`config.mk`:
```
export PLATFORM = sky130hd
export DESIGN_NAME = step_sequencer
export DESIGN_NICKNAME = d
export VERILOG_FILES = /design/src/rtl/step_sequencer.sv
export SDC_FILE = /design/constraint.sdc
export NUM_CORES = 1
export LEC_CHECK = 0
export ABC_AREA = 1
export CORE_MARGIN = 10
export CORE_UTILIZATION = 60
export DETAILED_ROUTE_END_ITERATION = 6
export DONT_BUFFER_PORTS = 1
export PLACE_DENSITY_LB_ADDON = 0.2
export SLEW_MARGIN = 10
export SYNTH_ARGS = -nofsm -noshare
export SYNTH_HDL_FRONTEND = slang
export SYNTH_SLANG_ARGS = --single-unit
```
`constraint.sdc`:
```
create_clock -name clk -period 3.1 [get_ports clk]
set_input_delay 0.465 -clock clk [delete_from_list [all_inputs] [get_ports clk]]
set_output_delay 0.465 -clock clk [all_outputs]
set_load 0.01 [all_outputs]
```
`src/rtl/step_sequencer.sv`:
```
// Command front-end for the step accumulator: buffers ADD/SUB/CLR commands in a
// small FIFO and replays each as the ctrl/step phase pattern the accumulator expects,
// tracking the accumulator's expected output in a shadow register.
module step_sequencer #(
   parameter int unsigned DEPTH = 4
) (
   input  logic       clk,
   input  logic       rst,
   input  logic       cmd_valid,
   output logic       cmd_ready,
   input  logic [1:0] cmd_op,
   input  logic [3:0] cmd_amt,
   output logic       ctrl,
   output logic [3:0] step,
   output logic [3:0] shadow,
   output logic       busy,
   output logic       done,
   output logic       err
);

   localparam int unsigned AW = $clog2(DEPTH);
   localparam int unsigned CW = $clog2(DEPTH + 1);

   localparam logic [1:0] OpAdd = 2'b00;
   localparam logic [1:0] OpClr = 2'b10;
   localparam logic [1:0] OpRsv = 2'b11;

   typedef enum logic [1:0] {StIdle, StP1, StP2, StP3} state_e;

   // FIFO storage and pointers
   logic [5:0]    mem_q [DEPTH];
   logic [AW-1:0] wr_ptr_q, wr_ptr_d;
   logic [AW-1:0] rd_ptr_q, rd_ptr_d;
   logic [CW-1:0] count_q, count_d;

   // Sequencer state
   state_e     state_q, state_d;
   logic [1:0] op_q, op_d;
   logic [3:0] amt_q, amt_d;
   logic [3:0] shadow_q, shadow_d;
   logic       ctrl_q, ctrl_d;
   logic [3:0] step_q, step_d;
   logic       done_q, done_d;
   logic       err_q, err_d;

   logic       push, pop, empty, full, finish;
   logic [1:0] head_op;
   logic [3:0] head_amt;

   assign empty     = (count_q == '0);
   assign full      = (count_q == CW'(DEPTH));
   assign cmd_ready = !full;
   assign push      = cmd_valid && cmd_ready;
   assign head_op   = mem_q[rd_ptr_q][5:4];
   assign head_amt  = mem_q[rd_ptr_q][3:0];

   assign ctrl   = ctrl_q;
   assign step   = step_q;
   assign shadow = shadow_q;
   assign done   = done_q;
   assign err    = err_q;
   assign busy   = (state_q != StIdle) || !empty;

   // FIFO pointer and occupancy next-state
   always_comb begin
      wr_ptr_d = wr_ptr_q;
      rd_ptr_d = rd_ptr_q;
      count_d  = count_q;
      if (push) wr_ptr_d = wr_ptr_q + AW'(1);
      if (pop)  rd_ptr_d = rd_ptr_q + AW'(1);
      if (push && !pop)      count_d = count_q + CW'(1);
      else if (!push && pop) count_d = count_q - CW'(1);
   end

   // Phase sequencing, pop decision, shadow update and next registered outputs
   always_comb begin
      state_d  = state_q;
      op_d     = op_q;
      amt_d    = amt_q;
      shadow_d = shadow_q;
      done_d   = 1'b0;
      err_d    = 1'b0;
      pop      = 1'b0;
      finish   = 1'b0;
      ctrl_d   = 1'b0;
      step_d   = 4'd0;

      unique case (state_q)
         StIdle: ;
         StP1: state_d = StP2;
         StP2: begin
            if (op_q == OpClr) begin
               shadow_d = 4'd0;
               done_d   = 1'b1;
               finish   = 1'b1;
            end else begin
               state_d = StP3;
            end
         end
         StP3: begin
            shadow_d = (op_q == OpAdd) ? shadow_q + amt_q : shadow_q - amt_q;
            done_d   = 1'b1;
            finish   = 1'b1;
         end
      endcase

      if (state_q == StIdle || finish) begin
         state_d = StIdle;
         if (!empty) begin
            if (head_op == OpRsv) begin
               // A reserved op is only consumed from idle so err never meets done
               if (state_q == StIdle) begin
                  pop   = 1'b1;
                  err_d = 1'b1;
               end
            end else begin
               pop     = 1'b1;
               op_d    = head_op;
               amt_d   = head_amt;
               state_d = StP1;
            end
         end
      end

      unique case (state_d)
         StIdle: ctrl_d = 1'b0;
         StP1:   ctrl_d = 1'b1;
         StP2:   ctrl_d = (op_d != OpClr);
         StP3:   ctrl_d = (op_d == OpAdd);
      endcase
      if (state_d != StIdle && op_d != OpClr) step_d = amt_d;
   end

   // Command storage; no reset needed since pointers gate validity
   always_ff @(posedge clk) begin
      if (push) mem_q[wr_ptr_q] <= {cmd_op, cmd_amt};
   end

   // State registers with synchronous reset shared with the accumulator
   always_ff @(posedge clk) begin
      if (rst) begin
         wr_ptr_q <= '0;
         rd_ptr_q <= '0;
         count_q  <= '0;
         state_q  <= StIdle;
         op_q     <= 2'b00;
         amt_q    <= 4'd0;
         shadow_q <= 4'd0;
         ctrl_q   <= 1'b0;
         step_q   <= 4'd0;
         done_q   <= 1'b0;
         err_q    <= 1'b0;
      end else begin
         wr_ptr_q <= wr_ptr_d;
         rd_ptr_q <= rd_ptr_d;
         count_q  <= count_d;
         state_q  <= state_d;
         op_q     <= op_d;
         amt_q    <= amt_d;
         shadow_q <= shadow_d;
         ctrl_q   <= ctrl_d;
         step_q   <= step_d;
         done_q   <= done_d;
         err_q    <= err_d;
      end
   end

endmodule

```
=== After elaboration in Yosys (flattened, before gate mapping) ===
Memory sizes are Yosys's and may differ from the RTL's. A register that Yosys moved wholly into a read port is not among the register bits.
Cells that the tools add are included.

* Register bits after elaboration: 26
* RAM bits: 24
* Input port bits: 9
* Output and inout bits: 13
* Logic and storage cells: 81
* Memories kept: 1

* Add/sub/neg operators: 6
* Equality and inequality tests: 11
* Muxes and demuxes: 27
* Bitwise gates (word level): 3
* Reduce and logical (&&, ||, !) cells: 22

{| class="wikitable"
|+ Memory list
! name !! depth !! bits a word !! rd ports !! clocked after memory_dff !! wr ports !! line !! RTL
|-
| mem_q || 4 || 6 || 1 || 1 || 1 || 31 || <nowiki>logic [5:0] mem_q [DEPTH];</nowiki>
|}

{| class="wikitable"
|+ Operators by type and width
! kind !! count
|-
| 2-to-1 mux 4 bit || 5
|-
| 2-to-1 mux 2 bit || 7
|-
| == test 2 bit, second input constant || 6
|-
| 2-to-1 mux 1 bit || 9
|-
| zero test 2 bit || 4
|-
| case mux 4 bit (2 select lines) || 1
|-
| nonzero test 2 bit || 4
|-
| 2-to-1 mux 3 bit || 2
|-
| adder 2 x 1 -> 2 bit, second input constant || 2
|-
| adder 4 bit || 1
|-
| == test 2 x 1 -> 1 bit, second input constant || 2
|-
| logical AND 1 bit || 4
|-
| zero test 1 bit || 4
|-
| inequality test 2 bit, second input constant || 2
|-
| case mux 1 bit (4 select lines) || 1
|-
| case mux 2 bit (2 select lines) || 1
|-
| OR reduction 4 bit || 1
|-
| subtractor 4 bit || 1
|-
| adder 3 x 1 -> 3 bit, second input constant || 1
|-
| == test 3 bit, second input constant || 1
|-
| zero test 3 bit || 1
|-
| inverter 1 bit || 3
|-
| subtractor 3 x 1 -> 3 bit, second input constant || 1
|-
| logical OR 1 bit || 2
|-
| other kinds (3) || 3
|}

=== Logic depth before layout (Yosys ltp) ===
Gate-level depths: netlist (run 1).

* Depth in word-level cells: 9
* Depth in mapped cells: 17

=== Worst setup path after synthesis (run 1) ===
Ideal clock, no wire load.

* Path kind: register to register
* Start point: register state_q[0]
* End point: register count_q[2]
* Library setup time: 0.122 ns
* Data arrival time: 2.292 ns
* Data required time: 2.978 ns
* Setup slack: 0.686 ns
* Stages on the path, launching flop included: 17
* Path buffers: 0
* Period minus slack after synthesis: 2.414 ns
* Path through: dfxtp_1 inv_1 ha_1 nand3_1 nand3_1 nand2_1 nor2_4 nand2_4 nand2_4 inv_2 ha_1 inv_1 fa_1 a21oi_1 o21ai_0 o21ai_0 a21oi_1

* Longest elaborated chain between the ends: 8

{| class="wikitable"
|+ RTL lines
! what !! line !! RTL
|-
| start: declaration || 37 || <nowiki>state_e state_q, state_d;</nowiki>
|-
| start signal: assignment || 145 || <nowiki>state_q <= StIdle;</nowiki>
|-
| start signal: assignment || 157 || <nowiki>state_q <= state_d;</nowiki>
|-
| zero test 2 bit || 107, 112 ||
|-
| 2-to-1 mux 1 bit || 112 || <nowiki>if (state_q == StIdle) begin</nowiki>
|-
| 2-to-1 mux 1 bit || 110 || <nowiki>if (head_op == OpRsv) begin</nowiki>
|-
| 2-to-1 mux 1 bit || 109 || <nowiki>if (!empty) begin</nowiki>
|-
| 2-to-1 mux 1 bit (*) || 107 || <nowiki>if (state_q == StIdle || finish) begin</nowiki>
|-
| zero test 1 bit || 71 || <nowiki>if (push && !pop) count_d = count_q + CW'(1);</nowiki>
|-
| logical AND 1 bit || 71 ||
|-
| 2-to-1 mux 3 bit or nonzero test 2 bit (tied branches) || n/a ||
|-
| end signal: assignment || 156 || <nowiki>count_q <= count_d;</nowiki>
|-
| end: declaration || 34 || <nowiki>logic [CW-1:0] count_q, count_d;</nowiki>
|}

Every way passes the cells marked *; elsewhere a longest branch is shown, timed or not.
A chain may end at the register's enable or synchronous reset.

=== Worst setup path after layout (run 1) ===
Ends and elaborated chain as after synthesis.

==> metrics.md, run 1 <==
| Metric | Value |
|---|---|
| Total grt overflow | 0 |
| I/O Pins | 22 |
| Power Total | 2.33 mW |
| Sw frac | 39.2% |
| Die ar. | 6850 um2 |
| Port Buf Inserts | 0 |
| Number of nets in the layout | 281 |
| Worst skew pair latency | 0.31 ns |
| Post-CTS sizing | 0 |
| CP Max Fanout | 10 |
| Top-area cell type share of the netlist area | 30.5% |
| CTS Buf Count | 5 |
| Starting density of the core | 63.1% |
| Syn nets | 277 |
| Hold Path Class | in -> reg |
| CP peak stage delay | 0.42 ns |
| DRT Pass-1 Iters | 4 |
| DP HPWL | 2850 um |
| Syn Std Cell Area | 2360 um2 |
| Via count | 1575 |
| Multi-input logic area | 910 um2 |
| Outcome | completed |
| R2R Setup Slk | 0.41 ns |
| Bufs on Longest Clock Path | 2 |
| FF-to-FF path depth | 16 |
| FP Rows | 22 |
| H-tree levels | 2 |
| Cell internal pwr | 1.42 mW |
| Crit Path Category | reg -> reg |
| PwrDens | 928 nW/um2 |
| Fill cells | 311 |
| Vias in the first global route | 1492 |
| Hold_sp | rst |
| CTS tree | built |
| Sequential power share | 42.2% |
| Final hold viol count | 0 |
| Finish-stage setup viols | 0 |
| Max Freq | 0.372 GHz |
| P_sw | 0.914 mW |
| RSZ-0062 raised after global routing | false |
| Top cells by area, synth | edfxtp_1 (30%), dfxtp_1 (24%), ha_1 (7.4%) |
| Fraction of layout cells with a size suffix above 1 | 8.17% |
| Grt met3 use | 5.40% |
| GP Congestion | 0.850 |
| Slew Limit Fails | 0 |
| Synthesis-stage register bit count | 52 |
| Cell taking the most area after synthesis | edfxtp_1 |
| Most common cell after layout, fill and taps aside | nand2_1 |
| Area of the core | 3740 um2 |
| Pleak | 1.04 nW |
| Startpoint class of the critical path | flip-flop |
| Antenna-violating nets left | 0 |
| Met2 GRT Util | 21.1% |
| Logic pwr share | 37.8% |
| CTS Hold Bufs | 0 |
| Syn Inst Count | 252 |
| Hold Crit Endpoint | done$_SDFF_PP0_ |
| Root cell of the clock tree | clkbuf_8 |
| Area grow syn2layout | 6.30% |
| CTS sink count | 52 |
| CP max-delay cell | dfxtp_1 |
| Post-Route WL | 3900 um |
| Peak VDD IR | 433 uV |
| Sequential share of the synthesized area | 54.2% |
| Wire per inst | 12.8 um |
| Post-CTS repair timing setup buffer count | 0 |
| Max-cap viol count | 0 |
| Worst Path Arrival | 2.89 ns |
| Worst Tran Pin Value | 0.637 ns |
| GR Util All Layers | 12.4% |
| Die Height | 82.8 um |
| Largest net degree at the start of global routing | 18 |
| Worst slew margin | 57.4% |
| Clock power frac | 20.0% |
| TNS Setup | 0 ns |
| GRT busiest layer | met2 |
| Tmin final | 2.69 ns |
| Worst path cell trace | inv_1 > ha_1 > nand3_1 > nand3_1 > nand2_1 > nor2_4 > nand2_4 > nand2_4 > inv_2 > ha_1 > inv_1 > fa_1 > a21oi_1 > o21ai_0 > o21ai_0 > a21oi_1 |
| Overall die width | 82.8 um |
| Reg2reg end | count_q[2]$_SDFFE_PP0P_ |
| Antenna violations before repair | 0 |
| Synth cell types | 26 |
| Worst hold path depth | 1 |
| YS warnings | 0 |
| DR iter-0 viols | 90 |
| Max Clock Skew | 0.0109 ns |
| CP Capture Type | flip-flop |
| # DRC | 0 |
| Post-route clock period utilization | 86.7% |
| FF/Latch Area | 1280 um2 |
| First-pass GRT wire length | 6450 um |
| Most frequent cells in the layout | nand2_1 (39), inv_1 (36), nor2_1 (30) |
| Vias/cell | 5.16 |
| Ant diodes | 0 |
| Reg-to-Reg Start | state_q[0]$_SDFF_PP0_ |
| Req. time, crit path | 3.31 ns |
| Clock slew at reported path FFs | 0.10 ns |
| Met1 GRT Util | 13.2% |
| Post-synthesis area per instance | 9.38 um2 |
-- routing by layer --
| layer | vias to the layer above | wire, um | part of all wire [%] |
|---|---|---|---|
| li1 | 827 | - | - |
| met1 | 709 | 1690 | 43 |
| met2 | 31 | 1870 | 48 |
| met3 | 8 | 269 | 6.9 |
| met4 | 0 | 66 | 1.7 |
| met5 | - | 0 | 0 |
-- cells in the mapped netlist --
cell,number
nor3_2,1
o21ai_1,2
nand3_1,10
nor2_4,1
o21ai_0,19
or2_2,1
a211oi_1,1
xnor2_1,1
inv_1,36
fa_1,2
xor2_1,5
nand2_1,39
clkbuf_1,1
nor3_1,2
nor2_1,30
dfxtp_1,28
buf_6,2
nand4_1,1
a21oi_1,17
nand2_4,3
ha_1,14
edfxtp_1,24
o22ai_1,4
inv_2,3
nand2_2,4
o21bai_1,1
-- flip-flops by register name, summed over array words and instances (netlist names), named ones only --
signal and count:
mem_q 24, step 4, err 1, amt_q 4, state_q 2, wr_ptr_q 2, done 1, op_q 2
ctrl 1, count_q 3, rd_ptr_q 2, shadow 4
-- kinds of logic after synthesis --
family / count (synthesis) / synth area share, %
flip-flops: 52 / 54.2
XOR/XNOR: 6 / 2.22
AND/OR/NAND/NOR: 92 / 17.4
adder cells (fa/ha/maj): 16 / 9.11
AO/OA/AOI/OAI: 44 / 9.74
buffers and inverters: 42 / 7.31
-- stage by stage --
step	cell area, um2	worst slack (ns)	util [%]	cells	hold slack (ns)
after global routing	2510	0.120	67.1	305	0.192
after floorplan	2360	0.686	-	252	0.457
after detailed placement	2400	0.456	64.0	297	0.486
final	2510	0.413	67.1	305	0.208
after global placement	2400	0.557	64.0	297	0.480
after CTS	2510	0.426	67.1	305	0.202
-- power by group through the flow --
stage	logic [mW]	registers, mW	clock network [mW]
3_5_place_dp	0.880	1.00	0
6_report	0.882	0.983	0.467
3_3_place_gp	0.858	1.00	0
5_1_grt	1.04	1.00	0.501
4_1_cts	0.892	0.987	0.475
2_1_floorplan	0.760	0.967	0
-- critical path: cells and delay by family, from the launching register on --
family / cells / cell delay (ns)
adders and majority gates: 3 / 0.75
and+or+nand+nor: 6 / 0.72
AOI/OAI and AO/OA: 4 / 0.48
buffers and inverters: 3 / 0.23
DFF: 1 / 0.42
-- layout make-up --
| class | instances | area share, % |
|---|---|---|
| Sequential cell | 52 | 51.0 |
| Multi-Input combinational cell | 158 | 36.2 |
| Clock buffer | 5 | 2.74 |
| Clock inverter | 3 | 1.84 |
| Inverter | 39 | 5.83 |
| Tap cell | 48 | 2.39 |
-- worst max-delay path by stage --
stage               cells past startpoint  slack, ns                 endpoint             startpoint
floorplan                              16       0.69  count_q[2]$_SDFFE_PP0P_  state_q[0]$_SDFF_PP0_
global placement                       16       0.56  count_q[2]$_SDFFE_PP0P_  state_q[0]$_SDFF_PP0_
detailed placement                     16       0.46  count_q[2]$_SDFFE_PP0P_  state_q[0]$_SDFF_PP0_
CTS                                    16       0.43  count_q[2]$_SDFFE_PP0P_  state_q[0]$_SDFF_PP0_
global route                           16       0.12  count_q[2]$_SDFFE_PP0P_  state_q[0]$_SDFF_PP0_
finish                                 16       0.41  count_q[2]$_SDFFE_PP0P_  state_q[0]$_SDFF_PP0_
(Power assumes the default switching activity.)
==> run 2, diff against run 1 <==
Settings changed: SETUP_SLACK_MARGIN set to 0.15.
Clock period 3.1 ns to 2.63 ns, I/O delays scaled along.
==> run 2 against run 1 <==
Compared with the run above:
- combinational power grew 25%
- wire length rose by 1.0%
- global-route usage shrank 0.35 points
- first-iteration DRC count down 21%
- critical path type unchanged
==> metrics.md, run 2 (synthesis results as in run 1) <==
| Metric | Value |
|---|---|
| Worst path bufs/invs | 3 (unchanged) |
| PwrDens | 1070 nW/um2 (+16%) |
| GRT busiest layer | met2 |
| Vias in the first global route | 1426 (-4.4%) |
| Post-CTS repair timing setup buffer count | 0 (unchanged) |
| Antenna violations before repair | 0 (unchanged) |
| FF-to-FF path depth | 14 (-2) |
| Max Freq | 0.434 GHz (+17%) |
| CP max-delay cell | fa_1 |
| Outcome | completed |
| Cell internal pwr | 1.63 mW (+15%) |
| Sw frac | 40.4% (+1.2 points) |
| Max FFs per register | 24 (unchanged) |
| Largest net degree at the start of global routing | 19 (+1) |
| Peak VDD IR | 533 uV (+23%) |
| Max Clock Skew | 0.0101 ns (-0.000797 ns) |
| Area of the core | 3740 um2 (unchanged) |
| Pleak | 1.04 nW (+0.58%) |
| Final Core Density | 67.8% (+0.74 points) |
| Logic pwr share | 40.3% (+2.5 points) |
| CP Max Fanout | 5 (-5) |
| Max-cap viol count | 0 (unchanged) |
| Slew Limit Fails | 0 (unchanged) |
| DRT Pass-1 Iters | 4 (unchanged) |
| Met2 GRT Util | 21.1% (unchanged) |
| Die ar. | 6850 um2 (unchanged) |
| DR iter-0 viols | 71 (-21%) |
| Vias/cell | 5.17 (about the same) |
| Cells after DPL | 300 (+1.0%) |
| Reg-to-Reg Start | state_q[0]$_SDFF_PP0_ |
| CTS Hold Bufs | 0 (unchanged) |
| DP HPWL | 2860 um (+0.51%) |
| P_sw | 1.10 mW (+20%) |
| RSZ-0062 raised after global routing | false |
| H-tree levels | 2 (unchanged) |
| Worst skew pair latency | 0.31 ns (about the same) |
| First-pass GRT wire length | 6150 um (-4.6%) |
| Bufs on Longest Clock Path | 2 (unchanged) |
| Critical Path Stages | 14 (-2) |
| Port Buf Inserts | 0 (unchanged) |
| Most frequent cells in the layout | nand2_1 (37), inv_1 (35), nor2_1 (30) |
| Req. time, crit path | 2.84 ns (-0.47 ns) |
| CP Launch Point | state_q[0]$_SDFF_PP0_ |
| Post-Route WL | 3940 um (+1.0%) |
| Worst slew margin | 57.8% (+0.49 points) |
| Antenna-violating nets left | 0 (unchanged) |
| Number of nets in the layout | 284 (+1.1%) |
| Hold Path Class | in -> reg |
| Die Height | 82.8 um (unchanged) |
| Crit Path Category | reg -> reg |
| Sequential power share | 42.7% (+0.5 points) |
| Hold WS | 0.137 ns (-0.0713 ns) |
| Tmin final | 2.30 ns (-0.382 ns) |
| Root cell of the clock tree | clkbuf_8 |
| GR Util All Layers | 12.0% (-0.35 points) |
| Worst path cell trace | inv_1 > ha_2 > nand3_2 > nand3_2 > nand2_2 > nor2_4 > nand2_2 > nand2_4 > inv_2 > ha_1 > inv_1 > fa_1 > o21ai_0 > a21oi_1 |
| Reg with most FFs | mem_q |
| Fill cells | 310 (-0.32%) |
| Worst Tran Pin Value | 0.630 ns (-0.00730 ns) |
| Wire per inst | 12.8 um (about the same) |
| Clock slew at reported path FFs | 0.10 ns (about the same) |
| CTS sink count | 52 (unchanged) |
| I/O Pins | 22 (unchanged) |
| FP Rows | 22 (unchanged) |
| Final hold viol count | 0 (unchanged) |
| End of the critical path | count_q[1]$_SDFFE_PP0P_ |
| Non-filler instance count after layout | 308 (+0.98%) |
| Ant diodes | 0 (unchanged) |
| CTS Buf Count | 5 (unchanged) |
| Overall die width | 82.8 um (unchanged) |
| CP peak stage delay | 0.41 ns (about the same) |
| Area grow syn2layout | 7.46% |
| Reg2reg end | count_q[1]$_SDFFE_PP0P_ |
| Top delay family on crit path | adder cells |
| Finish-stage setup viols | 0 (unchanged) |
| Via count | 1592 (+1.1%) |
| Post-route clock period utilization | 87.6% (+0.96 points) |
| R2R Setup Slk | 0.33 ns (-0.09 ns) |
| Met1 GRT Util | 12.2% (-1.0 points) |
| Startpoint class of the critical path | flip-flop |
| Fraction of layout cells with a size suffix above 1 | 12.7% (+4.5 points) |
| CP Capture Type | flip-flop |
| Clock power frac | 17.0% (-3.0 points) |
| # DRC | 0 (unchanged) |
| Grt met3 use | 5.08% (-0.32 points) |
| TNS Setup | 0 ns (unchanged) |
| Post-CTS sizing | 3 (+3) |
| Starting density of the core | 63.1% (unchanged) |
| GP Congestion | 0.824 (-3.0%) |
| Most common cell after layout, fill and taps aside | nand2_1 |
| Worst Path Arrival | 2.51 ns (-0.38 ns) |
| CTS tree | built |
| Total grt overflow | 0 (unchanged) |
-- run 2: cell types whose count changed in the layout (fill, tap and decap cells not counted), sizes merged --
cell and change:
buf +3, bufinv -1, inv +1
-- run 2: area by class of cell --
type | count | area (um2) | share of cell area, %
Sequential cell | 52 | 1290 | 50.7
Multi-Input combinational cell | 158 | 927 | 36.5
Inverter | 39 | 149 | 5.86
Clock buffer | 5 | 68.8 | 2.71
Tap cell | 48 | 60.1 | 2.36
Clock inverter | 3 | 25.0 | 0.985
Timing Repair Buffer | 3 | 22.5 | 0.887
-- run 2: how the worst min path moves through the flow --
stage	slack, ns	to	startpoint	cells past startpoint
floorplan	0.46	flip-flop	rd_ptr_q[0]$_SDFFE_PP0P_	1
global placement	0.47	shadow[1]$_SDFFE_PP0P_	rst	1
detailed placement	0.47	shadow[3]$_SDFFE_PP0P_	rst	1
CTS	0.13	shadow[3]$_SDFFE_PP0P_	rst	1
global route	0.12	shadow[3]$_SDFFE_PP0P_	rst	1
finish	0.14	shadow[1]$_SDFFE_PP0P_	rst	1
-- run 2: stage by stage --
stage                     power [mW]  worst slack [ns]  cell area (um2)
after floorplan                 2.04             0.216             2360
after global placement          2.23             0.154             2420
after detailed placement        2.25            0.0546             2420
after CTS                       2.73             0.170             2520
after global routing            2.96             0.146             2540
final                           2.73             0.326             2540
-- run 2: routing by layer --
| layer | wire length (um) | up-vias |
|---|---|---|
| met2 | 1950 | 31 |
| met1 | 1650 | 727 |
| met5 | 0 | - |
| met3 | 264 | 8 |
| met4 | 82 | 0 |
| li1 | - | 826 |
-- run 2: power groups by stage --
stage	combinational, mW	sequential [mW]	clock (mW)
after floorplan	0.896	1.14	0
after global placement	1.05	1.18	0
after detailed placement	1.07	1.18	0
after CTS	1.09	1.16	0.478
after global routing	1.27	1.19	0.507
final	1.10	1.16	0.465
